### src/rtl/adder_bist_pkg.sv
// Shared types and vector-field layout for the ripple-adder self-test sequencer.
// The expected-result helper is plain behavioural addition, independent of the adder under test.
package adder_bist_pkg;

    typedef enum logic [1:0] {
        IDLE   = 2'd0,
        SETTLE = 2'd1,
        CHECK  = 2'd2,
        DONE   = 2'd3
    } state_t;

    localparam int VEC_W   = 9;
    localparam int NUM_VEC = 512;
    localparam int OP_W    = 4;
    localparam int ERR_W   = 10;

    // v = {cin, a[3:0], b[3:0]}
    localparam int CIN_POS = 8;
    localparam int A_LSB   = 4;
    localparam int B_LSB   = 0;

    localparam logic [VEC_W-1:0] VEC_LAST = VEC_W'(NUM_VEC - 1);

    function automatic logic [OP_W:0] expected_sum(input logic [VEC_W-1:0] vec);
        logic [OP_W-1:0] a, b;
        logic            c;
        a = vec[A_LSB +: OP_W];
        b = vec[B_LSB +: OP_W];
        c = vec[CIN_POS];
        return {1'b0, a} + {1'b0, b} + {{OP_W{1'b0}}, c};
    endfunction

endpackage

### src/rtl/adder_bist.sv
// Exhaustive self-test of a 4-bit adder: sweeps all 512 {cin,a,b} vectors, holds each
// for SETTLE_CYCLES, samples the result once and tallies mismatches and the first failure.
module adder_bist
    import adder_bist_pkg::*;
#(
    parameter int SETTLE_CYCLES = 2   // legal range 1..15
) (
    input  logic             clk,
    input  logic             rst_n,
    input  logic             start,
    output logic [OP_W-1:0]  a_out,
    output logic [OP_W-1:0]  b_out,
    output logic             cin_out,
    input  logic [OP_W-1:0]  sum_in,
    input  logic             cout_in,
    output logic             busy,
    output logic             done,
    output logic             pass,
    output logic [ERR_W-1:0] err_count,
    output logic [VEC_W-1:0] first_fail
);

    localparam logic [3:0] SETTLE_LAST = 4'(SETTLE_CYCLES - 1);

    state_t             state, state_nx;
    logic [VEC_W-1:0]   v, v_nx;
    logic [3:0]         cnt, cnt_nx;
    logic [ERR_W-1:0]   err_nx;
    logic [VEC_W-1:0]   ff_nx;
    logic               pass_nx;
    logic [OP_W:0]      exp_res;
    logic               mismatch;

    always_ff @(posedge clk or negedge rst_n) begin
        if (!rst_n) begin
            state      <= IDLE;
            v          <= '0;
            cnt        <= '0;
            err_count  <= '0;
            first_fail <= '0;
            pass       <= 1'b0;
        end else begin
            state      <= state_nx;
            v          <= v_nx;
            cnt        <= cnt_nx;
            err_count  <= err_nx;
            first_fail <= ff_nx;
            pass       <= pass_nx;
        end
    end

    always_comb begin
        state_nx = state;
        v_nx     = v;
        cnt_nx   = cnt;
        err_nx   = err_count;
        ff_nx    = first_fail;
        pass_nx  = pass;
        exp_res  = expected_sum(v);
        mismatch = ({cout_in, sum_in} != exp_res);

        case (state)
            IDLE, DONE: begin
                if (start) begin
                    state_nx = SETTLE;
                    v_nx     = '0;
                    cnt_nx   = '0;
                    err_nx   = '0;
                    ff_nx    = '0;
                    pass_nx  = 1'b0;
                end
            end
            SETTLE: begin
                if (cnt == SETTLE_LAST) state_nx = CHECK;
                else                    cnt_nx   = cnt + 4'd1;
            end
            CHECK: begin
                if (mismatch) begin
                    err_nx = err_count + 10'd1;
                    if (err_count == '0) ff_nx = v;
                end
                if (v == VEC_LAST) begin
                    state_nx = DONE;
                    // pass must land together with done, so it uses the updated count
                    pass_nx  = (err_nx == '0);
                end else begin
                    state_nx = SETTLE;
                    v_nx     = v + 9'd1;
                    cnt_nx   = '0;
                end
            end
            default: state_nx = IDLE;
        endcase
    end

    // Operands come straight from the vector register, so they only move on CHECK->SETTLE.
    assign cin_out = v[CIN_POS];
    assign a_out   = v[A_LSB +: OP_W];
    assign b_out   = v[B_LSB +: OP_W];

    assign busy = (state == SETTLE) || (state == CHECK);
    assign done = (state == DONE);

endmodule

### config.mk
export PLATFORM = sky130hd
export DESIGN_NAME = adder_bist
export DESIGN_NICKNAME = d
export VERILOG_FILES = /design/src/rtl/adder_bist_pkg.sv /design/src/rtl/adder_bist.sv
export SDC_FILE = /design/constraint.sdc
export NUM_CORES = 1
export LEC_CHECK = 0
export BUFFER_PORTS_ARGS = -buffer_cell sky130_fd_sc_hd__buf_4
export CAP_MARGIN = 40
export CELL_PAD_IN_SITES_DETAIL_PLACEMENT = 1
export CELL_PAD_IN_SITES_GLOBAL_PLACEMENT = 1
export CORE_MARGIN = 2
export CORE_UTILIZATION = 25
export CTS_CLUSTER_DIAMETER = 100
export CTS_CLUSTER_SIZE = 16
export DETAILED_ROUTE_END_ITERATION = 8
export PLACE_DENSITY = 0.59
export SLEW_MARGIN = 20
export SYNTH_ARGS = -nofsm -noshare
export SYNTH_HDL_FRONTEND = slang
export SYNTH_SLANG_ARGS = --single-unit
### constraint.sdc
create_clock -name clk -period 8.8 [get_ports clk]
set_clock_uncertainty 0.1 [all_clocks]
set_input_delay 0.44 -clock clk [delete_from_list [all_inputs] [get_ports clk]]
set_output_delay 0.44 -clock clk [all_outputs]
set_load 0.05 [all_outputs]
# After elaboration in Yosys (flattened, before gate mapping)
# Cells that the tools add are included.
[classes] shift=0 eq_ne=13 div=0 n_addsub=5 mul=0 bitwise=0 n_reduce_logical=12 order_cmp=0 n_mux=21
[ops] cell="2-to-1 mux 9 bit" n=4
[ops] cell="one-hot mux 9 bit (2 select lines)" n=2
[ops] cell="2-to-1 mux 10 bit" n=3
[ops] cell="logical NOT 10 bit" n=2
[ops] cell="one-hot mux 10 bit (2 select lines)" n=1
[ops] cell="!= test 2 bit, second input constant" n=7
[ops] cell="2-to-1 mux 4 bit" n=3
[ops] cell="one-hot mux 4 bit (3 select lines)" n=1
[ops] cell="adder 10 x 1 -> 10 bit, second input constant" n=1
[ops] cell="adder 9 x 1 -> 9 bit, second input constant" n=1
[ops] cell="equality test 9 bit, second input constant" n=1
[ops] cell="AND reduction 3 bit" n=3
[ops] cell="2-to-1 mux 2 bit" n=3
[ops] cell="one-hot mux 2 bit (3 select lines)" n=1
[ops] cell="adder 4 x 4 -> 5 bit" n=1
[ops] cell="adder 5 x 1 -> 5 bit" n=1
[ops] cell="!= test 5 bit" n=1
[ops] cell="adder 4 x 1 -> 4 bit, second input constant" n=1
[ops] cell="equality test 2 bit, second input constant" n=2
[ops] cell="equality test 4 x 1 -> 1 bit, second input constant" n=1
[ops] cell="AND reduction 2 bit" n=2
[ops] cell="AND reduction 4 bit" n=1
[ops] cell="equality test 2 x 1 -> 1 bit, second input constant" n=1
[ops] cell="logical NOT 2 bit" n=1
[ops] cell="5 further kinds" n=6
[word_totals] word_cells=57 latchBits=0 romBits=0 memories=0 in_bits=8 ramBits=0 register_bits=35 out_inout_bits=31

# Longest topological paths before layout
# Gate-level depths: netlist of the first run.
[depth] word_depth=8 mapped_depth=11

# Least setup slack after synthesis of the first run
# Ideal clock, no wire load.
[synth_timing] path_type="reg2reg" start="reg v[4]" end="reg first_fail[1]" setup_ns=0.122 path_stages_with_launch=12 period_less_slack_ns=3.436 required_ns=8.578 arrival_ns=3.215 path_slack_ns=5.364 path_buffers=1 path_cell_list="dfrtp_1 inv_1 fa_1 inv_1 fa_1 xnor2_1 nand2_1 nor4_2 nand2_2 and4_1 buf_2 a22o_1"
[synth_between] elab_chain_len=5
[synth_lines] element="start: declaration" line_no="adder_bist.sv:26" text="logic [VEC_W-1:0] v, v_nx;"
[synth_lines] element="start signal: assignment" line_no="adder_bist.sv:44" text="v <= v_nx;"
[synth_lines] element="adder 4 x 4 -> 5 bit" line_no="adder_bist_pkg.sv:30" text="return {1'b0, a} + {1'b0, b} + {{OP_W{1'b0}}, c};"
[synth_lines] element="adder 5 x 1 -> 5 bit" line_no="adder_bist_pkg.sv:30"
[synth_lines] element="!= test 5 bit" line_no="adder_bist.sv:60" text="mismatch = ({cout_in, sum_in} != exp_res);"
[synth_lines] element="!= test 2 bit (no line)"
[synth_lines] element="AND reduction 4 bit (no line)"
[synth_lines] element="end signal: assignment" line_no="adder_bist.sv:47" text="first_fail <= ff_nx;"
[synth_lines] element="end: declaration" line_no="adder_bist.sv:20" text="output logic [VEC_W-1:0] first_fail"
# No other way between the ends.
# A chain may end at the register's enable or synchronous reset.

# Worst setup path after layout of the first run
[layout_timing] start="reg v[0]" end="reg first_fail[3]"
# Same word-level chain as after synthesis.

==> flow_summary.toml, run 1 <==
[layout]
final_common_cell = "buf_4"
mostFrequentLayoutCells = "38 x buf_4, 35 x dfrtp_1, 20 x a21oi_1"
final_layout_size_suffix_gt1_share_pct = 20.59
fillers = 1022
area_growth_pct = 23.24
antenna_cells = 0
fin_area_um2 = 2714
final_cells = 380
final_nets = 294

[clock_tree]
cts_hold_buffers = 0
clock_latency_ps = 290
post_cts_buffers = 0
cts_tree = "built"
cts_sinks = 35
clockRootBuffer = "clkbuf_8"
cts.clk_slew.worst_paths_ps = 80
cts_max_level = 2
ctsResizeCount = 0
cts_made_buffers = 5
clockBufferDepth = 2

[logic_synthesis]
ys.flop_type = "dfrtp_1"
synthArstFlopShare_pct = 100.0
synth-edff-count = 0
yosysWarnings = 0
synth_top_cell_area_share_pct = 39.77
ys_seq_area_share_pct = 39.77
synth_top_area_cell = "dfrtp_1"
yosys-top-cells-area = "dfrtp_1 40%, ha_1 7.4%, a21oi_1 4.5%, a22o_1 4.4%, nand2_1 3.2%"
synth_seq_cells = 35
synth.cell_area_um2 = 2202
synth_cell_type_count = 48
synth_cells = 233
syn_nets = 256
synth.avg_cell_area_um2 = 9.451

[sta]
fin_tns_setup_ps = 0
holdWs_ps = 2.200
finalCriticalPeriod_ps = 3472
fmax_ghz = 0.2880
maxSlewHeadroom_pct = 50.47
grt_setup_unrepaired = "no"
fin_crit_sh_pct = 39.46
slew_viol_final = 0
worst_pin_slew_ps = 736.8
setup_violations = 0
final-hold-violation-count = 0

[setup_path]
cp-start-kind = "flop"
critPathRequiredTime_ps = 8930
worst_ep_arrival_time_ps = 3600
path_class = "flop to flop"
endpoint_kind = "flop"
crit_path_start = "v[0]"
r2r_start = "v[0]"
crit_fanout = 9

[grt]
grt_pass1_wl_um = 10260
grt_pass1_vias = 1948
grt_max_degree = 36
antenna_found_initial = 0
grt_usage_pct = 13.46
overflow = 0

[placed_design]
dpl_cell_area_um2 = 2591
dp.cells = 371
numPortBuffers = 38
gp_congestion = 0.8099
dp.final_hpwl_um = 4642

[drt]
vias_per_cell = 4.995
first_pass_iters = 4
wl_per_cell_um = 16.71
drt_iter0_drc = 69
route.detailed.drc = 0
routed_wl_um = 6351
vias = 1898
ant_nets = 0

[floorplan]
die_w_um = 97.86
core_area_um2 = 8636
die_area_um2 = 9576
die_y_um = 97.86
io_pins = 39
start_util_pct = 25.50
row_count = 34

[pwr]
p_leak_nw = 1.261
peakVddDrop_v = 0.00006421
pwr_density_cell_nw_per_um2 = 232.8

[status]
status = "finished clean"

[worst_hold_path]
hp-class = "input pin to asynchronous set/reset pin"

[run]
maxCapViolations = 0
Yosys cell counts (4+ instances only):
cell,n
dfrtp_1,35
a21oi_1,20
nand2_1,19
inv_1,16
nor2_1,14
ha_1,13
a22o_1,11
o21ai_0,11
nand3_1,8
clkbuf_1,6
xnor2_1,6
xor2_1,6
a21o_1,5
mux2i_1,5
nand4_1,5
nor3_1,5
a211oi_1,4
and3_1,4
o22ai_1,4
worst paths after layout:
| path | slack (ps) | endpoint | cells past startpoint |
|---|---|---|---|
| min | 2 | err_count[6] | 1 |
| min reg2reg | 390 | pass | 2 |
| max | 5330 | first_fail[3] | 10 |
| min in group clk | 390 | pass | 2 |
| max in group asynchronous | 8250 | first_fail[1] | 1 |
| max reg2reg | 5330 | first_fail[3] | 10 |
stage by stage:
stage / util [%] / setup slack, ps / power (W)
finish: 31.43 / 5328 / 0.0006317
detailed placement: 30.01 / 5371 / 0.0004797
floorplan: - / 5364 / 0.0003930
global placement: 30.01 / 5474 / 0.0004740
global route: 31.43 / 5047 / 0.0006759
CTS: 31.37 / 5321 / 0.0006394
kinds of logic after synthesis:
family	Yosys count	synth area share, %
AO/OA/AOI/OAI	71	23.01
flip-flops	35	39.77
XOR/XNOR	12	4.773
AND/OR/NAND/NOR	70	16.31
multiplexers	6	2.784
buffers and inverters	24	4.147
adder cells (fa/ha/maj)	15	9.205
critical path, stage by stage, from the launching register on:
cell and delay [ps]:
dfrtp_1 470, inv_1 110, fa_1 420, inv_1 90, fa_1 430, xnor2_1 160, nand2_1 100, nor4_2 690
nand2_2 200, a31oi_2 420, a22o_1 220
flip-flops by register name (all words and copies together), names as in the netlist:
register	cells
state	2
first_fail	9
v	9
pass	1
err_count	10
cnt	4
power by group:
part / total, W / switching (W) / internal, W
combinational: 0.000278 / 0.000194 / 0.0000845
clock: 0.000156 / 0.0000643 / 0.0000918
sequential: 0.000198 / 0.0000220 / 0.000176
total: 0.000632 / 0.000280 / 0.000352
final cells by class:
| class | instances | area (µm²) | share of cell area (%) |
|---|---|---|---|
| inverter | 16 | 60.06 | 2.213 |
| multi-input combinational | 174 | 1235 | 45.50 |
| tap | 108 | 135.1 | 4.979 |
| timing repair buffer | 39 | 290.3 | 10.70 |
| clock inverter | 2 | 35.03 | 1.291 |
| sequential | 35 | 875.8 | 32.27 |
| clock buffer | 6 | 82.58 | 3.043 |
routing by layer:
| layer | vias up | GRT usage [%] | wire length, µm |
|---|---|---|---|
| met5 | - | 0 | 0 |
| met4 | 0 | 3.953 | 73 |
| met3 | 5 | 2.076 | 128 |
| met2 | 22 | 22.66 | 3061 |
| met1 | 938 | 17.90 | 3088 |
| li1 | 933 | - | - |
Note: power is estimated with default switching activity, not from simulation.
==> run 2: changes to the inputs <==
--- a/config.mk
+++ b/config.mk
@@ -5,6 +5,7 @@
 export SDC_FILE = /design/constraint.sdc
 export NUM_CORES = 1
 export LEC_CHECK = 0
+export ABC_AREA = 1
 export BUFFER_PORTS_ARGS = -buffer_cell sky130_fd_sc_hd__buf_4
 export CAP_MARGIN = 40
 export CELL_PAD_IN_SITES_DETAIL_PLACEMENT = 1
@@ -14,7 +15,7 @@
 export CTS_CLUSTER_DIAMETER = 100
 export CTS_CLUSTER_SIZE = 16
 export DETAILED_ROUTE_END_ITERATION = 8
-export PLACE_DENSITY = 0.59
+export PLACE_DENSITY = 0.63
 export SLEW_MARGIN = 20
 export SYNTH_ARGS = -nofsm -noshare
 export SYNTH_HDL_FRONTEND = slang
==> constraint.sdc (replaced) <==
create_clock -name clk -period 3.1 [get_ports clk]
set_clock_uncertainty 0.1 [all_clocks]
set_input_delay 0.155 -clock clk [delete_from_list [all_inputs] [get_ports clk]]
set_output_delay 0.155 -clock clk [all_outputs]
set_load 0.05 [all_outputs]
==> run 2 against run 1 <==
Against the previous run:
- highest routed layer unchanged
- maximum frequency rose by 21%
- critical path depth rose by 1
- global-route usage rose by 0.70 points
- largest power group unchanged
==> flow_summary.toml, run 2 <==
[worst_hold_path]
hold-path-cell-count = 5
hp-class = "input pin to flop"
whs_endpoint = "v[8]"
hp-start = "start"

[setup_path]
r2r_start = "v[4]"
path_class = "flop to flop"
path_cells = "inv_1, fa_1, inv_1, fa_1, xnor2_1, nand2_1, nor2_8, nand3_4, buf_4, nand4_2, o22ai_1"
rrSetupSlack_ps = 240
worstRegToRegCells = 11
crit_buf_inv = 3
crit_fanout = 14
endpoint_kind = "flop"
critPathRequiredTime_ps = 3160
critPathMaxStageDelay_ps = 430
timing.rr.end = "first_fail[1]"
cp_top_family = "adder cells"
worst_ep_arrival_time_ps = 2930
crit_path_top_delay_cell = "fa_1"
cp-start-kind = "flop"

[logic_synthesis]
synth_cells = 302
synth.cell_area_um2 = 2281
synthArstFlopShare_pct = 100.0
ys.flop_type = "dfrtp_1"
synth_xor_xnor_area_share_pct = 3.072
synth_top_cell_area_share_pct = 38.40
synth_cell_type_count = 28
synth_fa_ha_area_share_pct = 8.886
synth_top_area_cell = "dfrtp_1"
ys_seq_area_share_pct = 38.40
synth_simple_gate_area_share_pct = 27.32
synth_compound_area_share_pct = 10.59
post-synth-top-count-cell = "nand2_1"
synth-edff-count = 0
synth_top_family_by_area = "simple AND/OR/NAND/NOR gates"
synth.avg_cell_area_um2 = 7.553
synthTopCellsByCount = "67 x nand2_1, 62 x inv_1, 35 x dfrtp_1, 23 x nand3_1, 18 x nor2_1"
syn_nets = 325
yosys-top-cells-area = "dfrtp_1 38%, nand2_1 11%, inv_1 10%, ha_1 7.1%, nand3_1 5.0%"
synth_seq_cells = 35
yosysWarnings = 0
synth.area.mux_share_pct = 0

[drt]
route.detailed.drc = 0
vias_per_cell = 4.626
first_pass_iters = 4
wl_per_cell_um = 14.10
ant_nets = 0
routed_wl_um = 6444
vias = 2114
drt_iter0_drc = 61

[layout]
regMostFlops = "err_count"
largest_register_ffs = 10
final_nets = 371
final_layout_size_suffix_gt1_share_pct = 17.48
final_common_cell = "nand2_1"
fillers = 1079
antenna_cells = 0
final_cells = 457
reg.largest.list = "err_count x10, first_fail x9, v x9"
area_growth_pct = 25.18
mostFrequentLayoutCells = "67 x nand2_1, 62 x inv_1, 42 x buf_4"

[pwr]
power.switching_w = 0.0008311
peakVddDrop_v = 0.0004041
clockPowerShare_pct = 26.4
total_power_w = 0.001920
pwr_density_cell_nw_per_um2 = 672.3
p_leak_nw = 1.494
internal_power_w = 0.001088
p_comb_share_pct = 43.9
p_seq_share_pct = 29.7
swShare_pct = 43.30

[clock_tree]
cts_made_buffers = 5
clock_latency_ps = 290
clockBufferDepth = 2
cts_sinks = 35
clockRootBuffer = "clkbuf_8"
cts.clk_slew.worst_paths_ps = 80
cts_tree = "built"
cts_max_level = 2

[floorplan]
core_area_um2 = 8806
row_count = 34
io_pins = 39
die_area_um2 = 9904
die_y_um = 99.52
die_w_um = 99.52
start_util_pct = 25.90

[grt]
overflow = 0
antenna_found_initial = 0
grt_max_degree = 36
grt_pass1_vias = 2263
grt_usage_pct = 14.16
grt_pass1_wl_um = 11250

[sta]
fin_tns_setup_ps = 0
slew_viol_final = 0
worst_pin_slew_ps = 492.1
grt_setup_unrepaired = "no"
final-hold-violation-count = 0
finalCriticalPeriod_ps = 2865
fmax_ghz = 0.3491
setup_violations = 0
fin_crit_sh_pct = 92.41
maxSlewHeadroom_pct = 67.19

[placed_design]
gp_congestion = 0.8844
dp.cells = 447
dp.final_hpwl_um = 4917
numPortBuffers = 38

[run]
maxCapViolations = 0

[status]
status = "finished clean"
run 2: changes by cell type after synthesis, sizes merged, moves of 5 or more:
cell   delta
a22o     -12
o21ai     +6
a21o      -5
nand3    +16
nand2    +51
inv      +47
mux2i     -5
a21oi    -14
nor2      +5
o22ai    +12
nand4     +6
run 2: final cells by class:
type / instances / area, µm² / area share, %
clock buffers: 5 / 68.82 / 2.410
clock inverters: 3 / 67.56 / 2.366
inverters: 65 / 244.0 / 8.545
multi-input cells: 198 / 1137 / 39.83
flip-flops and latches: 35 / 877.1 / 30.72
well taps: 108 / 135.1 / 4.733
repair buffers: 43 / 325.3 / 11.39
run 2: cells by family after synthesis:
kind of cell / after synthesis
buf+inv: 69
simple gates: 134
flops: 35
xor+xnor: 8
fa+ha+maj: 15
compound gates: 41
run 2: per-layer routing:
metal  GRT usage [%]  share of wire [%]  wire length (µm)  vias up
met5               0                  0                 0        -
met4           4.320                1.3                81        0
met3           2.530                3.2               206        5
met2           22.92                 47              3012       29
met1           19.30                 49              3142     1017
li1                -                  -                 -     1063
run 2: worst max path at each step:
stage | from | end | slack, ps | cells after the start
floorplan | v[4] | pass | 100 | 15
global placement | v[4] | first_fail[6] | 300 | 12
detailed placement | v[4] | first_fail[6] | 210 | 12
CTS | v[4] | first_fail[6] | 190 | 12
global route | v[4] | pass | 2 | 15
finish | v[4] | first_fail[1] | 240 | 11
run 2: timing repair:
item | CTS | global route
hold buffers | 1 | 0
resized for setup | 0 | 1
endpoints found under the hold margin | 35 | 0
setup endpoints to repair | 0 | 3
setup buffers | 0 | 1
run 2: metrics by stage:
stage / cell area, µm² / setup slack, ps / hold slack [ps] / utilization (%)
finish: 2855 / 235.2 / 196.8 / 32.42
floorplan: 2281 / 95.34 / -240.6 / -
global route: 2855 / 1.503 / 258.4 / 32.42
global placement: 2700 / 299.4 / 56.92 / 30.66
CTS: 2846 / 193.8 / 182.9 / 32.32
detailed placement: 2700 / 210.8 / 59.82 / 30.66
run 2: worst min-delay path: cells and delay by family:
| family | cells | cell delay [ps] |
|---|---|---|
| buf+inv | 2 | 110 |
| compound gates | 1 | 60 |
| simple gates | 2 | 220 |
run 2: power groups by stage:
stage	registers (W)	logic (W)	clock network, W
floorplan	0.000659	0.000512	0
global placement	0.000580	0.000832	0
detailed placement	0.000582	0.000848	0
CTS	0.000573	0.000852	0.000527
global route	0.000583	0.000959	0.000540
finish	0.000571	0.000843	0.000506
